**src/rtl/sd_spi_burst_engine_if.sv**
```systemverilog
// CPU-side register bus and SD card pin bundle for the SPI burst engine.
interface sd_spi_burst_engine_if #(
    parameter int FIFO_AW = 4,
    parameter int BURST_W = 10
);
    logic               TX_VALID;
    logic [7:0]         TX_DATA;
    logic               TX_READY;
    logic               BURST_START;
    logic [BURST_W-1:0] BURST_LEN;
    logic               HIGH_SPEED;
    logic               CS_WE;
    logic               CS_LEVEL;
    logic [7:0]         RX_LAST;
    logic               RX_POP;
    logic [7:0]         RX_DATA;
    logic               RX_EMPTY;
    logic               RX_FULL;
    logic [FIFO_AW:0]   RX_COUNT;
    logic [BURST_W-1:0] BURST_LEFT;
    logic               BUSY;
    logic               SPI_CLK;
    logic               SPI_MOSI;
    logic               SPI_MISO;
    logic               SPI_CS;

    // Engine side
    modport slave (
        input  TX_VALID, TX_DATA, BURST_START, BURST_LEN, HIGH_SPEED, CS_WE, CS_LEVEL, RX_POP, SPI_MISO,
        output TX_READY, RX_LAST, RX_DATA, RX_EMPTY, RX_FULL, RX_COUNT, BURST_LEFT, BUSY,
               SPI_CLK, SPI_MOSI, SPI_CS
    );

    // CPU / card side
    modport master (
        output TX_VALID, TX_DATA, BURST_START, BURST_LEN, HIGH_SPEED, CS_WE, CS_LEVEL, RX_POP, SPI_MISO,
        input  TX_READY, RX_LAST, RX_DATA, RX_EMPTY, RX_FULL, RX_COUNT, BURST_LEFT, BUSY,
               SPI_CLK, SPI_MOSI, SPI_CS
    );
endinterface

```
**src/rtl/sd_spi_burst_engine.sv**
```systemverilog
// SPI mode-0 master for the SD slot: single command bytes or hardware burst reads
// of 0xFF bytes into an RX FIFO, with per-instance slow/fast clock dividers.
module sd_spi_burst_engine #(
    parameter int SLOW_DIV = 30,
    parameter int FAST_DIV = 1,
    parameter int DIV_W    = 5,
    parameter int FIFO_AW  = 4,
    parameter int BURST_W  = 10
) (
    input  logic                  CLOCK_50,
    input  logic                  RESET,
    sd_spi_burst_engine_if.slave  bus
);
    localparam int DEPTH = 2 ** FIFO_AW;

    typedef enum logic [1:0] {IDLE, SHIFT, STALL} state_t;

    state_t             state;
    logic [7:0]         shreg;
    logic [7:0]         rxreg;
    logic [7:0]         rx_last;
    logic [DIV_W-1:0]   div_lat;
    logic [DIV_W-1:0]   div_cnt;
    logic [3:0]         half_cnt;
    logic               burst_mode;
    logic [BURST_W-1:0] burst_left;
    logic               spi_clk;
    logic               cs;

    logic [7:0]         mem [DEPTH];
    logic [FIFO_AW-1:0] wr_ptr;
    logic [FIFO_AW-1:0] rd_ptr;
    logic [FIFO_AW:0]   count;

    logic fifo_full;
    logic fifo_empty;
    logic pop;
    logic room;
    logic byte_end;
    logic push;
    logic accept;

    assign fifo_full  = (count == (FIFO_AW+1)'(DEPTH));
    assign fifo_empty = (count == '0);
    assign pop        = bus.RX_POP && !fifo_empty;
    // A pop in the same cycle frees a slot, so a full FIFO can still take the byte.
    assign room       = !fifo_full || pop;
    assign byte_end   = (state == SHIFT) && (div_cnt == '0) && (half_cnt == 4'd15);
    assign push       = burst_mode && room && (byte_end || (state == STALL));
    assign accept     = bus.TX_VALID || (bus.BURST_START && (bus.BURST_LEN != '0));

    // RX FIFO pointers and occupancy; push+pop together leaves the count unchanged.
    always_ff @(posedge CLOCK_50) begin
        if (RESET) begin
            wr_ptr <= '0;
            rd_ptr <= '0;
            count  <= '0;
        end else begin
            if (push) wr_ptr <= wr_ptr + 1'b1;
            if (pop)  rd_ptr <= rd_ptr + 1'b1;
            case ({push, pop})
                2'b10:   count <= count + 1'b1;
                2'b01:   count <= count - 1'b1;
                default: count <= count;
            endcase
        end
    end

    // RX FIFO storage; received byte is held in rxreg until it is written.
    always_ff @(posedge CLOCK_50) begin
        if (push) mem[wr_ptr] <= rxreg;
    end

    // Transfer FSM: clock generation, bit shifting, byte completion and FIFO stall.
    always_ff @(posedge CLOCK_50) begin
        if (RESET) begin
            state      <= IDLE;
            shreg      <= 8'hFF;
            rx_last    <= 8'h00;
            div_lat    <= '0;
            div_cnt    <= '0;
            half_cnt   <= '0;
            burst_mode <= 1'b0;
            burst_left <= '0;
            spi_clk    <= 1'b0;
            cs         <= 1'b1;
        end else begin
            case (state)
                IDLE: begin
                    if (bus.CS_WE) cs <= bus.CS_LEVEL;
                    if (accept) begin
                        div_lat  <= bus.HIGH_SPEED ? DIV_W'(FAST_DIV) : DIV_W'(SLOW_DIV);
                        div_cnt  <= bus.HIGH_SPEED ? DIV_W'(FAST_DIV) : DIV_W'(SLOW_DIV);
                        half_cnt <= '0;
                        state    <= SHIFT;
                        if (bus.TX_VALID) begin
                            shreg      <= bus.TX_DATA;
                            burst_mode <= 1'b0;
                        end else begin
                            shreg      <= 8'hFF;
                            burst_mode <= 1'b1;
                            burst_left <= bus.BURST_LEN;
                        end
                    end
                end
                SHIFT: begin
                    if (div_cnt != '0) begin
                        div_cnt <= div_cnt - 1'b1;
                    end else begin
                        div_cnt  <= div_lat;
                        half_cnt <= half_cnt + 1'b1;
                        spi_clk  <= ~spi_clk;
                        if (!half_cnt[0]) begin
                            rxreg <= {rxreg[6:0], bus.SPI_MISO};
                        end else if (half_cnt != 4'd15) begin
                            shreg <= {shreg[6:0], 1'b1};
                        end else begin
                            // Last falling edge: MOSI returns high between bytes and while stalled.
                            shreg <= 8'hFF;
                            if (!burst_mode) begin
                                rx_last <= rxreg;
                                state   <= IDLE;
                            end else if (!room) begin
                                state <= STALL;
                            end else begin
                                burst_left <= burst_left - 1'b1;
                                if (burst_left == BURST_W'(1)) state <= IDLE;
                            end
                        end
                    end
                end
                STALL: begin
                    // half_cnt has wrapped to 0 and div_cnt is reloaded, so SHIFT resumes cleanly.
                    if (room) begin
                        burst_left <= burst_left - 1'b1;
                        state      <= (burst_left == BURST_W'(1)) ? IDLE : SHIFT;
                    end
                end
                default: state <= IDLE;
            endcase
        end
    end

    assign bus.TX_READY   = (state == IDLE);
    assign bus.BUSY       = (state != IDLE);
    assign bus.SPI_CLK    = spi_clk;
    assign bus.SPI_MOSI   = shreg[7];
    assign bus.SPI_CS     = cs;
    assign bus.RX_LAST    = rx_last;
    assign bus.RX_DATA    = mem[rd_ptr];
    assign bus.RX_EMPTY   = fifo_empty;
    assign bus.RX_FULL    = fifo_full;
    assign bus.RX_COUNT   = count;
    assign bus.BURST_LEFT = burst_left;
endmodule
```
**src/flat_wrapper.sv**
```systemverilog
// flat-port wrapper written by rule: the top's interface ports become plain ports
module sd_spi_burst_engine_flat 
#(
    parameter int SLOW_DIV = 30,
    parameter int FAST_DIV = 1,
    parameter int DIV_W    = 5,
    parameter int FIFO_AW  = 4,
    parameter int BURST_W  = 10
)
  (CLOCK_50, RESET, bus_TX_VALID, bus_TX_DATA, bus_BURST_START, bus_BURST_LEN, bus_HIGH_SPEED, bus_CS_WE, bus_CS_LEVEL, bus_RX_POP, bus_SPI_MISO, bus_TX_READY, bus_RX_LAST, bus_RX_DATA, bus_RX_EMPTY, bus_RX_FULL, bus_RX_COUNT, bus_BURST_LEFT, bus_BUSY, bus_SPI_CLK, bus_SPI_MOSI, bus_SPI_CS);
  sd_spi_burst_engine_if #(.FIFO_AW(FIFO_AW), .BURST_W(BURST_W)) bus_i ();
  input  logic CLOCK_50;
  input  logic RESET;
  input wire logic [$bits(bus_i.TX_VALID)-1:0] bus_TX_VALID;
  input wire logic [$bits(bus_i.TX_DATA)-1:0] bus_TX_DATA;
  input wire logic [$bits(bus_i.BURST_START)-1:0] bus_BURST_START;
  input wire logic [$bits(bus_i.BURST_LEN)-1:0] bus_BURST_LEN;
  input wire logic [$bits(bus_i.HIGH_SPEED)-1:0] bus_HIGH_SPEED;
  input wire logic [$bits(bus_i.CS_WE)-1:0] bus_CS_WE;
  input wire logic [$bits(bus_i.CS_LEVEL)-1:0] bus_CS_LEVEL;
  input wire logic [$bits(bus_i.RX_POP)-1:0] bus_RX_POP;
  input wire logic [$bits(bus_i.SPI_MISO)-1:0] bus_SPI_MISO;
  output wire logic [$bits(bus_i.TX_READY)-1:0] bus_TX_READY;
  output wire logic [$bits(bus_i.RX_LAST)-1:0] bus_RX_LAST;
  output wire logic [$bits(bus_i.RX_DATA)-1:0] bus_RX_DATA;
  output wire logic [$bits(bus_i.RX_EMPTY)-1:0] bus_RX_EMPTY;
  output wire logic [$bits(bus_i.RX_FULL)-1:0] bus_RX_FULL;
  output wire logic [$bits(bus_i.RX_COUNT)-1:0] bus_RX_COUNT;
  output wire logic [$bits(bus_i.BURST_LEFT)-1:0] bus_BURST_LEFT;
  output wire logic [$bits(bus_i.BUSY)-1:0] bus_BUSY;
  output wire logic [$bits(bus_i.SPI_CLK)-1:0] bus_SPI_CLK;
  output wire logic [$bits(bus_i.SPI_MOSI)-1:0] bus_SPI_MOSI;
  output wire logic [$bits(bus_i.SPI_CS)-1:0] bus_SPI_CS;
  assign bus_i.TX_VALID = bus_TX_VALID;
  assign bus_i.TX_DATA = bus_TX_DATA;
  assign bus_i.BURST_START = bus_BURST_START;
  assign bus_i.BURST_LEN = bus_BURST_LEN;
  assign bus_i.HIGH_SPEED = bus_HIGH_SPEED;
  assign bus_i.CS_WE = bus_CS_WE;
  assign bus_i.CS_LEVEL = bus_CS_LEVEL;
  assign bus_i.RX_POP = bus_RX_POP;
  assign bus_i.SPI_MISO = bus_SPI_MISO;
  assign bus_TX_READY = bus_i.TX_READY;
  assign bus_RX_LAST = bus_i.RX_LAST;
  assign bus_RX_DATA = bus_i.RX_DATA;
  assign bus_RX_EMPTY = bus_i.RX_EMPTY;
  assign bus_RX_FULL = bus_i.RX_FULL;
  assign bus_RX_COUNT = bus_i.RX_COUNT;
  assign bus_BURST_LEFT = bus_i.BURST_LEFT;
  assign bus_BUSY = bus_i.BUSY;
  assign bus_SPI_CLK = bus_i.SPI_CLK;
  assign bus_SPI_MOSI = bus_i.SPI_MOSI;
  assign bus_SPI_CS = bus_i.SPI_CS;
  sd_spi_burst_engine #(.SLOW_DIV(SLOW_DIV), .FAST_DIV(FAST_DIV), .DIV_W(DIV_W), .FIFO_AW(FIFO_AW), .BURST_W(BURST_W)) u_core (.CLOCK_50(CLOCK_50), .RESET(RESET), .bus(bus_i));
endmodule
```
**config.mk**
```make
export PLATFORM = sky130hd
export DESIGN_NAME = sd_spi_burst_engine_flat
export DESIGN_NICKNAME = d
export VERILOG_FILES = /design/src/rtl/sd_spi_burst_engine_if.sv /design/src/rtl/sd_spi_burst_engine.sv /design/src/flat_wrapper.sv
export SDC_FILE = /design/constraint.sdc
export NUM_CORES = 1
export LEC_CHECK = 0
export BUFFER_PORTS_ARGS = -buffer_cell sky130_fd_sc_hd__buf_2
export CORE_UTILIZATION = 50
export CTS_BUF_LIST = sky130_fd_sc_hd__clkbuf_4
export DETAILED_ROUTE_END_ITERATION = 7
export PLACE_DENSITY = 0.75
export SYNTH_ARGS = -nofsm -noshare
export SYNTH_HDL_FRONTEND = slang
export SYNTH_SLANG_ARGS = --single-unit
```
**constraint.sdc**
```tcl
create_clock -name CLOCK_50 -period 4.3 [get_ports CLOCK_50]
set_input_delay 0.43 -clock CLOCK_50 [delete_from_list [all_inputs] [get_ports CLOCK_50]]
set_output_delay 0.43 -clock CLOCK_50 [all_outputs]
set_load 0.01 [all_outputs]
```
==> results_dict.tcl, run 1 <==
set metrics [dict create \
    run_status "finished clean" \
    synth.avg_cell_area_um2 14.2 \
    timing.critical_path.cells "inv_1 -> ha_1 -> nor2b_1 -> a41o_1 -> and2_1 -> inv_1 -> ha_1 -> xor2_1 -> ha_1 -> a211o_1 -> nand2_1 -> nand3b_1 -> a31oi_1 -> mux2_2" \
    finalHoldWorstSlack_ns 0.0710 \
    synth_nets 640 \
    synth_top_family_by_area "multiplexers" \
    antenna_violations_before_repair 0 \
    highest_count_cells_in_the_layout_ignoring_fill_and_taps "136 x sky130_fd_sc_hd__edfxtp_1, 64 x sky130_fd_sc_hd__buf_2, 58 x sky130_fd_sc_hd__nor2_1, 57 x sky130_fd_sc_hd__dfxtp_1, 40 x sky130_fd_sc_hd__mux4_2" \
    synth.cell_area_mm2 0.00843 \
    number_of_warnings_printed_during_yosys_synthesis 0 \
    syn_to_final_growth_pct 9.81 \
    startpoint_type "flip-flop" \
    cts.sinks 195 \
    vdd_ir_drop_max_mv 0.240 \
    grt_first_pass_wirelength_mm 27.2 \
    ys.flop_type "sky130_fd_sc_hd__edfxtp_1" \
    min-delay-path-class "input pin to flip-flop" \
    clk_pin_slew_ns 0.17 \
    core-area_mm2 0.0165 \
    gr-usage-all-layers_pct 20.5 \
    synth_edf_count 136 \
    synth_compound_area_share_pct 7.88 \
    global_route.overflow_total 0 \
    number_of_gates_resized_after_cts 0 \
    critPathSlowestCell "sky130_fd_sc_hd__dfxtp_1" \
    tightest_slew_ns 1.05 \
    period_share_pct 79.2 \
    finalCriticalPeriod_ns 3.41 \
    maximum_capacitance_violations 0 \
    setup_tns_after_final_layout_ns 0 \
    worstPathRequired_ns 4.79 \
    drive_above_1_share_pct 24.3 \
    hold_violation_count_in_the_final_report 0 \
    drt_first_iter_violations 456 \
    die_h_um 132 \
    gp_congestion 0.900 \
    ctsHoldBuffers 0 \
    share_of_cell_area_taken_by_muxes_after_synthesis_pct 13.3 \
    grt_util_met1_pct 25.8 \
    final_nets 694 \
    dpl.hpwl_mm 11.6 \
    first_global_vias 5198 \
    synth_seq_area_share_pct 62.4 \
    synth-seq-cells 195 \
    ctsHtreeMaxLevel 4 \
    synthXorXnorAreaFrac_pct 1.04 \
    worst_skew_pair.late_latency_ns 0.59 \
    yosys.area_share.simple_pct 10.4 \
    critical_path.max_stage_delay_ns 0.38 \
    cts_tree "done" \
    most_common_library_cell_in_the_layout_ignoring_fill_and_taps "sky130_fd_sc_hd__edfxtp_1" \
    critPathArrivalTime_ns 3.90 \
    critPathCaptureType "flip-flop" \
    max_clock_freq_mhz 294 \
    detail_route.wirelength_mm 17.3 \
    synthCells 595 \
    power-per-cell-area_mw_per_mm2 462 \
    boundaryPins 65 \
    synth_fa_ha_area_share_pct 2.67 \
    num_rows 47 \
    dieArea_mm2 0.0174 \
    busiest_layer "met2" \
    ctsLongestPathBuffers 2 \
    drc 0 \
    setup_viol 0 \
    grt_use_met3_pct 3.54 \
    clock-root-buffer "sky130_fd_sc_hd__clkbuf_4" \
    final.setup_skew_ns 0.0203 \
    first_pass_iters 4 \
    io_buffers 64 \
    postSynth.asyncResetShare_pct 0 \
    timing.critical_path.mode_cell "sky130_fd_sc_hd__ha_1" \
    grt_start_max_net_pins 70 \
    grt_setup_unrepaired "no" \
    postCtsSetupRepairBufs 0 \
    antenna_cell_count 0 \
    worst-setup-path-type "flip-flop to flip-flop" \
    die_width_um 132 \
    cts-buffers-inserted 17 \
    worst_slew_margin_rel_pct 29.4 \
    synth_cell_types 60 \
    post_drt_wl_per_cell_um 19.6 \
    critical_path.max_fanout 10 \
    timing.final.max_slew_violations 0 \
    route.vias.total 5216 \
    vias_per_cell 5.91 \
    grt_util_met2_pct 35.7 \
    initial_utilization_pct 51.0 \
    total_leakage_power_uw 0.00325 \
    antenna_violating_nets_post_route 0 \
]
critical path, delay by kind of cell, from the launching register on:
kind                       cells  cell delay [ns]
AOI/OAI and AO/OA              3             0.72
and+or+nand+nor                4             0.72
xor gates and xnor gates       1             0.19
buffers and inverters          2             0.20
muxes                          1             0.35
DFF                            1             0.38
adders and majority gates      3             0.75
logic make-up after synthesis:
kind of cell | after synthesis
buf+inv | 47
simple gates | 169
compound gates | 94
xor+xnor | 10
flops | 195
mux | 62
fa+ha+maj | 18
layout make-up:
cell class	count	area (um2)
clock buffers	17	128
clock inverters	15	191
fillers	1315	7260
inverters	14	52.6
multi-input cells	353	2990
flip-flops and latches	195	5270
well taps	220	275
repair buffers	68	353
where the power goes:
part	internal [uW]	switching (uW)
Combinational	379	584
Clock	373	663
Sequential	2140	138
Total	2890	1390
cell usage after synthesis (2+ instances only):
| master | count | area [um2] |
|---|---|---|
| sky130_fd_sc_hd__a211o_1 | 4 | 35.0 |
| sky130_fd_sc_hd__a211oi_1 | 6 | 45.0 |
| sky130_fd_sc_hd__nor3b_1 | 2 | 15.0 |
| sky130_fd_sc_hd__a21oi_1 | 23 | 115 |
| sky130_fd_sc_hd__a31oi_1 | 5 | 31.3 |
| sky130_fd_sc_hd__buf_1 | 6 | 22.5 |
| sky130_fd_sc_hd__o21ai_0 | 13 | 65.1 |
| sky130_fd_sc_hd__xor2_1 | 8 | 70.1 |
| sky130_fd_sc_hd__nand2_1 | 25 | 93.8 |
| sky130_fd_sc_hd__or2_2 | 2 | 12.5 |
| sky130_fd_sc_hd__clkbuf_1 | 19 | 71.3 |
| sky130_fd_sc_hd__nand4_1 | 8 | 50.1 |
| sky130_fd_sc_hd__and2_1 | 6 | 37.5 |
| sky130_fd_sc_hd__mux2_2 | 2 | 22.5 |
| sky130_fd_sc_hd__nor2b_1 | 12 | 75.1 |
| sky130_fd_sc_hd__ha_1 | 18 | 225 |
| sky130_fd_sc_hd__and3_1 | 3 | 18.8 |
| sky130_fd_sc_hd__o31ai_1 | 6 | 45.0 |
| sky130_fd_sc_hd__inv_1 | 14 | 52.6 |
| sky130_fd_sc_hd__a211o_2 | 4 | 40.0 |
| sky130_fd_sc_hd__buf_2 | 6 | 30.0 |
| sky130_fd_sc_hd__nand2b_1 | 18 | 113 |
| sky130_fd_sc_hd__xnor2_1 | 2 | 17.5 |
| sky130_fd_sc_hd__o31a_1 | 2 | 17.5 |
| sky130_fd_sc_hd__dfxtp_1 | 59 | 1180 |
| sky130_fd_sc_hd__a41o_1 | 2 | 20.0 |
| sky130_fd_sc_hd__mux2i_1 | 20 | 200 |
| sky130_fd_sc_hd__o32ai_1 | 7 | 61.3 |
| sky130_fd_sc_hd__or4_1 | 4 | 30.0 |
| sky130_fd_sc_hd__nand3b_1 | 3 | 22.5 |
| sky130_fd_sc_hd__edfxtp_1 | 136 | 4080 |
| sky130_fd_sc_hd__mux4_2 | 40 | 901 |
| sky130_fd_sc_hd__nor3_1 | 11 | 55.1 |
| sky130_fd_sc_hd__or3_1 | 2 | 12.5 |
| sky130_fd_sc_hd__o22ai_1 | 8 | 50.1 |
| sky130_fd_sc_hd__nand3_1 | 8 | 40.0 |
| sky130_fd_sc_hd__nor2_1 | 58 | 218 |
path summary, 6_finish.rpt:
check	from	end	slack, ns	cells past startpoint
worst max register to register	u_core.div_cnt[0]$_SDFFE_PP0P_	u_core.bus.RX_COUNT[4]$_SDFFE_PP0P_	0.89	14
worst min-delay path	bus_CS_LEVEL	u_core.bus.SPI_CS$_SDFFE_PP1P_	0.07	2
worst max-delay path	u_core.div_cnt[0]$_SDFFE_PP0P_	u_core.bus.RX_COUNT[4]$_SDFFE_PP0P_	0.89	14
worst min register to register	u_core.shreg[7]$_SDFFE_PP1P_	u_core.shreg[7]$_SDFFE_PP1P_	0.49	1
flip-flops by register name (all words and copies together), names as in the netlist, named ones only:
signal / cells
u_core.half_cnt: 4
u_core.div_cnt: 5
u_core.bus.RX_LAST: 8
u_core.rxreg: 8
u_core.bus.SPI_CS: 1
u_core.bus.RX_COUNT: 5
u_core.bus.SPI_CLK: 1
u_core.wr_ptr: 4
u_core.div_lat: 2
u_core.state: 2
u_core.bus.BURST_LEFT: 10
u_core.burst_mode: 1
u_core.shreg: 8
u_core.rd_ptr: 4
u_core.mem: 128
layer usage:
layer / vias up / share of wire (%)
li1: 2399 / -
met1: 2602 / 42
met2: 186 / 52
met3: 29 / 4.5
met4: 0 / 1.9
met5: - / 0
metrics by stage:
| stage | worst slack [ns] | std cells | util, % | power [uW] | cell area (um2) |
|---|---|---|---|---|---|
| 2_1_floorplan | 1.13 | 595 | - | 3010 | 8430 |
| 3_3_place_gp | 1.14 | 849 | 54.1 | 3200 | 8930 |
| 3_5_place_dp | 0.968 | 849 | 54.1 | 3260 | 8930 |
| 4_1_cts | 0.923 | 881 | 56.0 | 4280 | 9250 |
| 5_1_grt | 0.630 | 882 | 56.0 | 4470 | 9260 |
| 6_report | 0.894 | 882 | 56.0 | 4280 | 9260 |
Power figures use the tool's default switching activity.
==> run 2, diff against run 1 <==
--- a/config.mk
+++ b/config.mk
@@ -5,11 +5,12 @@
 export SDC_FILE = /design/constraint.sdc
 export NUM_CORES = 1
 export LEC_CHECK = 0
+export ABC_AREA = 1
 export BUFFER_PORTS_ARGS = -buffer_cell sky130_fd_sc_hd__buf_2
 export CORE_UTILIZATION = 50
 export CTS_BUF_LIST = sky130_fd_sc_hd__clkbuf_4
 export DETAILED_ROUTE_END_ITERATION = 7
-export PLACE_DENSITY = 0.75
+export PLACE_DENSITY = 0.78
 export SYNTH_ARGS = -nofsm -noshare
 export SYNTH_HDL_FRONTEND = slang
 export SYNTH_SLANG_ARGS = --single-unit
==> constraint.sdc (replaced) <==
create_clock -name CLOCK_50 -period 3 [get_ports CLOCK_50]
set_input_delay 0.3 -clock CLOCK_50 [delete_from_list [all_inputs] [get_ports CLOCK_50]]
set_output_delay 0.3 -clock CLOCK_50 [all_outputs]
set_load 0.01 [all_outputs]
==> run 2 against run 1 <==
Routed wire length increased by 3.4%. Sequential power increased by 51%. Total power increased by 88%. Synthesized cell count is 42% higher. Worst hold slack worse by 0.030 ns. Via count up 19%. Non-clock buffer count rose by 28. Fmax grew 25%. Largest cell class unchanged. Highest routed layer unchanged.
==> results_dict.tcl, run 2 <==
set metrics [dict create \
    power-per-cell-area_mw_per_mm2 835 \
    worst_skew_pair.late_latency_ns 0.57 \
    final_non_filler_cells 1159 \
    ctsHtreeMaxLevel 4 \
    synth_top_area_share_pct 47.2 \
    syn_to_final_growth_pct 11.4 \
    die_h_um 134 \
    synth_cell_types 36 \
    most_common_library_cell_in_the_layout_ignoring_fill_and_taps "sky130_fd_sc_hd__edfxtp_1" \
    hold_violation_count_in_the_final_report 0 \
    critPathCaptureType "flip-flop" \
    synth_most_common_cell "sky130_fd_sc_hd__edfxtp_1" \
    grt_start_max_net_pins 61 \
    route.met2.wl_mm 8.63 \
    startpoint_type "flip-flop" \
    timing.critical_path.cells "inv_1 -> ha_1 -> inv_1 -> nor2_2 -> nand2_4 -> nor2_4 -> nand2_1 -> a21oi_4 -> inv_1 -> ha_1 -> xor2_2 -> ha_1 -> inv_1 -> nand2_1 -> nand3_1 -> nand2_1 -> xor2_1 -> nand2_1 -> a21oi_1" \
    final.setup_skew_ns 0.0265 \
    drc 0 \
    vias_per_cell 5.37 \
    worst_slew_margin_rel_pct 44.8 \
    gp_congestion 0.881 \
    top_register "u_core.mem" \
    synth.cell_area_mm2 0.00866 \
    setup_tns_after_final_layout_ns 0 \
    power.share.switching_pct 40.8 \
    synth_seq_area_share_pct 60.8 \
    worstPathRequired_ns 3.51 \
    synth.top_cells.by_area "sky130_fd_sc_hd__edfxtp_1 47%, sky130_fd_sc_hd__dfxtp_1 14%, sky130_fd_sc_hd__nand2_1 4.9%" \
    worst_path_dominant_cell_family "simple AND/OR/NAND/NOR gates" \
    final_nets 971 \
    p_total_uw 8060 \
    synth.top_cells.by_count "136 x sky130_fd_sc_hd__edfxtp_1, 113 x sky130_fd_sc_hd__nand2_1, 101 x sky130_fd_sc_hd__inv_1" \
    finalInstanceArea_mm2 0.00965 \
    largest_reg_flops 128 \
    timing.final.max_slew_violations 0 \
    cellInternalPower_uw 4770 \
    clk_pin_slew_ns 0.15 \
    worst-setup-path-type "flip-flop to flip-flop" \
    cp_num_buf_inv 4 \
    antenna_violations_before_repair 0 \
    setup_viol 0 \
    route.vias.total 6223 \
    first_global_vias 5750 \
    boundaryPins 65 \
    detail_route.wirelength_mm 17.9 \
    maximum_capacitance_violations 0 \
    synth_nets 889 \
    cts-buffers-inserted 17 \
    global_route.overflow_total 0 \
    vdd_ir_drop_max_mv 0.538 \
    cts_tree "done" \
    power.share.sequential_pct 42.9 \
    critPathSlowestCell "sky130_fd_sc_hd__dfxtp_1" \
    antenna_violating_nets_post_route 0 \
    post_drt_wl_per_cell_um 15.5 \
    dieArea_mm2 0.0178 \
    synth_largest_area_cell "sky130_fd_sc_hd__edfxtp_1" \
    antenna_cell_count 0 \
    synthCells 844 \
    min-delay-path-class "input pin to flip-flop" \
    core-area_mm2 0.0168 \
    number_of_warnings_printed_during_yosys_synthesis 0 \
    critPathArrivalTime_ns 3.23 \
    ys.flop_type "sky130_fd_sc_hd__edfxtp_1" \
    synth.avg_cell_area_um2 10.3 \
    dpl.hpwl_mm 11.9 \
    switching_power_uw 3290 \
    num_rows 47 \
    period_share_pct 90.7 \
    critical_path.max_fanout 5 \
    initial_utilization_pct 51.7 \
    fin_util_pct 57.6 \
    io_buffers 64 \
    grt_first_pass_wirelength_mm 28.5 \
    gr-usage-all-layers_pct 20.7 \
    ctsLongestPathBuffers 2 \
    detailed_place.area_mm2 0.00924 \
    max_clock_freq_mhz 368 \
    synth-seq-cells 195 \
    die_width_um 134 \
    highest_count_cells_in_the_layout_ignoring_fill_and_taps "136 x sky130_fd_sc_hd__edfxtp_1, 113 x sky130_fd_sc_hd__nand2_1, 101 x sky130_fd_sc_hd__inv_1, 91 x sky130_fd_sc_hd__nor2_1, 75 x sky130_fd_sc_hd__o21ai_0" \
    synth_edf_count 136 \
    tightest_slew_ns 0.828 \
    total_leakage_power_uw 0.00381 \
    clock-root-buffer "sky130_fd_sc_hd__clkbuf_4" \
    postSynth.asyncResetShare_pct 0 \
    critical_path.max_stage_delay_ns 0.34 \
    grt_setup_unrepaired "no" \
    finalCriticalPeriod_ns 2.72 \
    met1Wirelength_mm 7.73 \
    pwr-share-clk_pct 16.5 \
    drive_above_1_share_pct 14.3 \
    run_status "finished clean" \
    dpl.cell_count 1115 \
    first_pass_iters 7 \
    highest-signal-layer "met4" \
    drt_first_iter_violations 426 \
    dr_wl_met3_mm 1.27 \
    power.combinational.fraction_pct 40.6 \
    cts.sinks 195 \
]
-- run 2: cell types whose count changed after synthesis, sizes merged, moves of 18 or more --
cell and delta:
nand2b -18, nand2 +93, mux4 -40, inv +88
o21ai +67, nand3 +27, nor2 +38, o211ai +32
a21oi +38
-- run 2: final cells by class --
cell class              count  area (um2)
fillers                  1379        7110
flip-flops and latches    195        5270
multi-input cells         513        2850
repair buffers             96         601
inverters                 103         389
well taps                 220         275
clock buffers              19         143
clock inverters            13         123
-- run 2: path summary, 6_finish.rpt --
| kind | startpoint | end | slack (ns) | cells after the start |
|---|---|---|---|---|
| hold / removal | bus_TX_DATA[4] | u_core.shreg[4]$_SDFFE_PP1P_ | 0.04 | 3 |
| hold reg to reg | u_core.bus.RX_LAST[6]$_SDFFE_PP0P_ | u_core.bus.RX_LAST[6]$_SDFFE_PP0P_ | 0.47 | 2 |
| setup reg to reg | u_core.div_cnt[0]$_SDFFE_PP0P_ | u_core.bus.RX_COUNT[4]$_SDFFE_PP0P_ | 0.28 | 19 |
| setup / recovery | u_core.div_cnt[0]$_SDFFE_PP0P_ | u_core.bus.RX_COUNT[4]$_SDFFE_PP0P_ | 0.28 | 19 |
-- run 2: metal layers --
layer / global-route usage, % / vias to the layer above
met5: 0 / -
met4: 5.87 / 0
met3: 4.98 / 25
met2: 35.0 / 233
met1: 26.5 / 2894
li1: - / 3071
-- run 2: worst reg2reg max path: stages (launching register included) --
cell and delay (ns):
sky130_fd_sc_hd__dfxtp_1 0.34, sky130_fd_sc_hd__inv_1 0.13, sky130_fd_sc_hd__ha_1 0.18, sky130_fd_sc_hd__inv_1 0.05, sky130_fd_sc_hd__nor2_2 0.15, sky130_fd_sc_hd__nand2_4 0.10, sky130_fd_sc_hd__nor2_4 0.14, sky130_fd_sc_hd__nand2_1 0.10
sky130_fd_sc_hd__a21oi_4 0.13, sky130_fd_sc_hd__inv_1 0.09, sky130_fd_sc_hd__ha_1 0.28, sky130_fd_sc_hd__xor2_2 0.18, sky130_fd_sc_hd__ha_1 0.17, sky130_fd_sc_hd__inv_1 0.04, sky130_fd_sc_hd__nand2_1 0.09, sky130_fd_sc_hd__nand3_1 0.09
sky130_fd_sc_hd__nand2_1 0.10, sky130_fd_sc_hd__xor2_1 0.14, sky130_fd_sc_hd__nand2_1 0.06, sky130_fd_sc_hd__a21oi_1 0.12
-- run 2: logic make-up after synthesis --
logic type      after synthesis  share of synthesized area, %
compound gates              193                          12.7
xor+xnor                     12                          1.21
fa+ha+maj                    18                          2.60
buf+inv                     136                          6.40
flops                       195                          60.8
mux                          32                          3.70
simple gates                258                          12.6
-- run 2: power groups by stage --
stage | registers (uW) | logic (uW) | clock network (uW)
floorplan | 3420 | 2440 | 0
global placement | 3540 | 3070 | 0
detailed placement | 3550 | 3130 | 0
CTS | 3490 | 3170 | 1350
global route | 3490 | 3690 | 1450
finish | 3450 | 3270 | 1330
-- run 2: stage by stage --
stage | hold slack [ns] | worst slack [ns]
2_1_floorplan | 0.399 | 0.444
3_3_place_gp | 0.440 | 0.426
3_5_place_dp | 0.444 | 0.277
4_1_cts | 0.00788 | 0.111
5_1_grt | 0.00614 | 0.0121
6_report | 0.0407 | 0.279
-- run 2: timing repair --
action	4_1_cts	5_1_grt
resized for setup	0	1
hold buffers	11	0
setup endpoints to repair	0	4
buffers inserted	0	1
endpoints found under the hold margin	9	0
==> run 3, diff against run 2 <==
--- a/config.mk
+++ b/config.mk
@@ -10,7 +10,7 @@
 export CORE_UTILIZATION = 50
 export CTS_BUF_LIST = sky130_fd_sc_hd__clkbuf_4
 export DETAILED_ROUTE_END_ITERATION = 7
-export PLACE_DENSITY = 0.78
+export PLACE_DENSITY = 0.71
 export SYNTH_ARGS = -nofsm -noshare
 export SYNTH_HDL_FRONTEND = slang
 export SYNTH_SLANG_ARGS = --single-unit
==> run 3 against run 2 <==
Global-route usage increased by 0.86 points. Clock power increased by 13%. Count of clock-buffer cells in the layout decreased by 1. Critical path depth decreased by 12. Via count decreased by 1.1%.
==> results_dict.tcl, run 3 (synthesized netlist as in run 2, its figures left out) <==
set metrics [dict create \
    run_status "finished clean" \
    multi_input_area_mm2 0.00284 \
    critical_path.max_fanout 38 \
    cts_tree "done" \
    tightest_slew_ns 0.765 \
    antenna_violations_before_repair 1 \
    setup_viol 0 \
    final-seq-area_mm2 0.00527 \
    period_share_pct 92.2 \
    highest-signal-layer "met4" \
    dpl.hpwl_mm 11.8 \
    gp_congestion 0.837 \
    max_clock_freq_mhz 361 \
    startpoint_type "flip-flop" \
    r2r_start "u_core.div_cnt[0]$_SDFFE_PP0P_" \
    final_nets 979 \
    syn_to_final_growth_pct 12.9 \
    met1Wirelength_mm 8.25 \
    cts-buffers-inserted 17 \
    global_route.overflow_total 0 \
    critPathCaptureType "output pin" \
    power-per-cell-area_mw_per_mm2 834 \
    vias_per_cell 5.27 \
    die_h_um 134 \
    initial_utilization_pct 51.7 \
    reg2reg_setup_slack_ns 0.34 \
    fin_util_pct 58.3 \
    route.met2.wl_mm 8.60 \
    cts.sinks 195 \
    grt_setup_unrepaired "no" \
    num-fill-cells 1439 \
    critPathArrivalTime_ns 2.47 \
    worst_slew_margin_rel_pct 48.9 \
    ctsLongestPathBuffers 2 \
    final.setup_skew_ns 0.0278 \
    die_width_um 134 \
    min-delay-path-class "input pin to flip-flop" \
    grt_start_max_net_pins 39 \
    clock-root-buffer "sky130_fd_sc_hd__clkbuf_4" \
    gr-usage-all-layers_pct 21.6 \
    hold_violation_count_in_the_final_report 0 \
    ctsHtreeMaxLevel 4 \
    timing.final.max_slew_violations 0 \
    maximum_capacitance_violations 0 \
    first_pass_iters 7 \
    antenna_violating_nets_post_route 0 \
    boundaryPins 65 \
    hold_path_depth 5 \
    clk_pin_slew_ns 0.16 \
    critical_path.reg2reg.endpoint "u_core.bus.RX_COUNT[4]$_SDFFE_PP0P_" \
    route.vias.total 6157 \
    post_drt_wl_per_cell_um 15.3 \
    worst_skew_pair.late_latency_ns 0.61 \
    most_common_library_cell_in_the_layout_ignoring_fill_and_taps "sky130_fd_sc_hd__edfxtp_1" \
    grt_first_pass_wirelength_mm 29.6 \
    top_register "u_core.mem" \
    highest_count_cells_in_the_layout_ignoring_fill_and_taps "136 x sky130_fd_sc_hd__edfxtp_1, 113 x sky130_fd_sc_hd__nand2_1, 100 x sky130_fd_sc_hd__inv_1, 91 x sky130_fd_sc_hd__nor2_1, 75 x sky130_fd_sc_hd__o21ai_0" \
    drt_first_iter_violations 439 \
    worst-setup-path-type "flip-flop to output pin" \
    vdd_ir_drop_max_mv 0.507 \
    io_buffers 64 \
    worstPathRequired_ns 2.70 \
    detail_route.wirelength_mm 17.9 \
    total_leakage_power_uw 0.00387 \
    dr_wl_met3_um 831 \
    core-area_mm2 0.0168 \
    finalCriticalPeriod_ns 2.77 \
    dieArea_mm2 0.0178 \
    worst_hold_path.endpoint "u_core.bus.BURST_LEFT[8]$_SDFFE_PP0P_" \
    largest_reg_flops 128 \
    first_global_vias 5876 \
    drive_above_1_share_pct 14.7 \
    drc 0 \
    num_rows 47 \
    r2r_cells 19 \
    worst_hold_startpoint "bus_BURST_LEN[8]" \
    setup_tns_after_final_layout_ns 0 \
]
[run 3: cell types whose count changed in the layout (fill, tap and decap cells not counted), moves of 2 or more]
cell	previous run	this run
sky130_fd_sc_hd__dlygate4sd3_1	11	16
sky130_fd_sc_hd__buf_4	20	23
sky130_fd_sc_hd__clkinv_2	3	0
sky130_fd_sc_hd__clkinv_8	0	2
[run 3: critical path: stages, from the launching register on]
cell and delay [ns]:
sky130_fd_sc_hd__dfxtp_4 0.74, sky130_fd_sc_hd__buf_4 0.29, sky130_fd_sc_hd__a21oi_1 0.08, sky130_fd_sc_hd__o21ai_0 0.10, sky130_fd_sc_hd__o21ai_0 0.14, sky130_fd_sc_hd__o211ai_1 0.25, sky130_fd_sc_hd__nand2_1 0.12, sky130_fd_sc_hd__buf_2 0.15
[run 3: area by class of cell]
cell class / count / area share, %
flip-flops and latches: 195 / 53.9
multi-input cells: 513 / 29.1
repair buffers: 104 / 6.89
inverters: 103 / 4.02
well taps: 220 / 2.82
clock inverters: 14 / 1.91
clock buffers: 18 / 1.38
diodes: 1 / 0.0256
[run 3: power by group]
| part | internal, uW | switching [uW] | leakage, uW |
|---|---|---|---|
| Clock | 547 | 949 | 0.000170 |
| Combinational | 1180 | 2000 | 0.00199 |
| Sequential | 3140 | 334 | 0.00171 |
| Total | 4870 | 3290 | 0.00387 |
[run 3: metrics by stage]
stage / hold slack (ns) / instances / setup slack (ns) / total power, uW / cell area, um2
2_1_floorplan: 0.399 / 844 / 0.444 / 5860 / 8660
6_report: 0.0631 / 1168 / 0.233 / 8150 / 9780
3_3_place_gp: 0.448 / 1119 / 0.421 / 6630 / 9290
5_1_grt: 0.0523 / 1168 / 0.0200 / 8800 / 9780
3_5_place_dp: 0.447 / 1119 / 0.332 / 6670 / 9290
4_1_cts: 0.00500 / 1167 / 0.124 / 8180 / 9770
[run 3: layer usage]
layer	up-vias	global-route usage [%]
li1	3088	-
met1	2895	28.8
met2	159	35.7
met3	15	3.69
met4	0	7.13
met5	-	0
[run 3: worst max path at each step]
stage                                          end  cells past startpoint  slack [ns]                           start
2_1_floorplan  u_core.bus.RX_COUNT[4]$_SDFFE_PP0P_                     19        0.44  u_core.div_cnt[0]$_SDFFE_PP0P_
3_3_place_gp   u_core.bus.RX_COUNT[4]$_SDFFE_PP0P_                     19        0.42  u_core.div_cnt[0]$_SDFFE_PP0P_
3_5_place_dp   u_core.bus.RX_COUNT[4]$_SDFFE_PP0P_                     19        0.33  u_core.div_cnt[0]$_SDFFE_PP0P_
4_1_cts                             bus_RX_DATA[1]                      5        0.12                       flip-flop
5_1_grt        u_core.bus.RX_COUNT[4]$_SDFFE_PP0P_                     19        0.02  u_core.div_cnt[0]$_SDFFE_PP0P_
6_report                            bus_RX_DATA[5]                      7        0.23                       flip-flop
[run 3: repair_timing]
item	4_1_cts	5_1_grt
hold buffers	16	0
endpoints found under the hold margin	15	0
buffers inserted	0	0
resized for setup	0	2
endpoints found under the setup margin	0	2
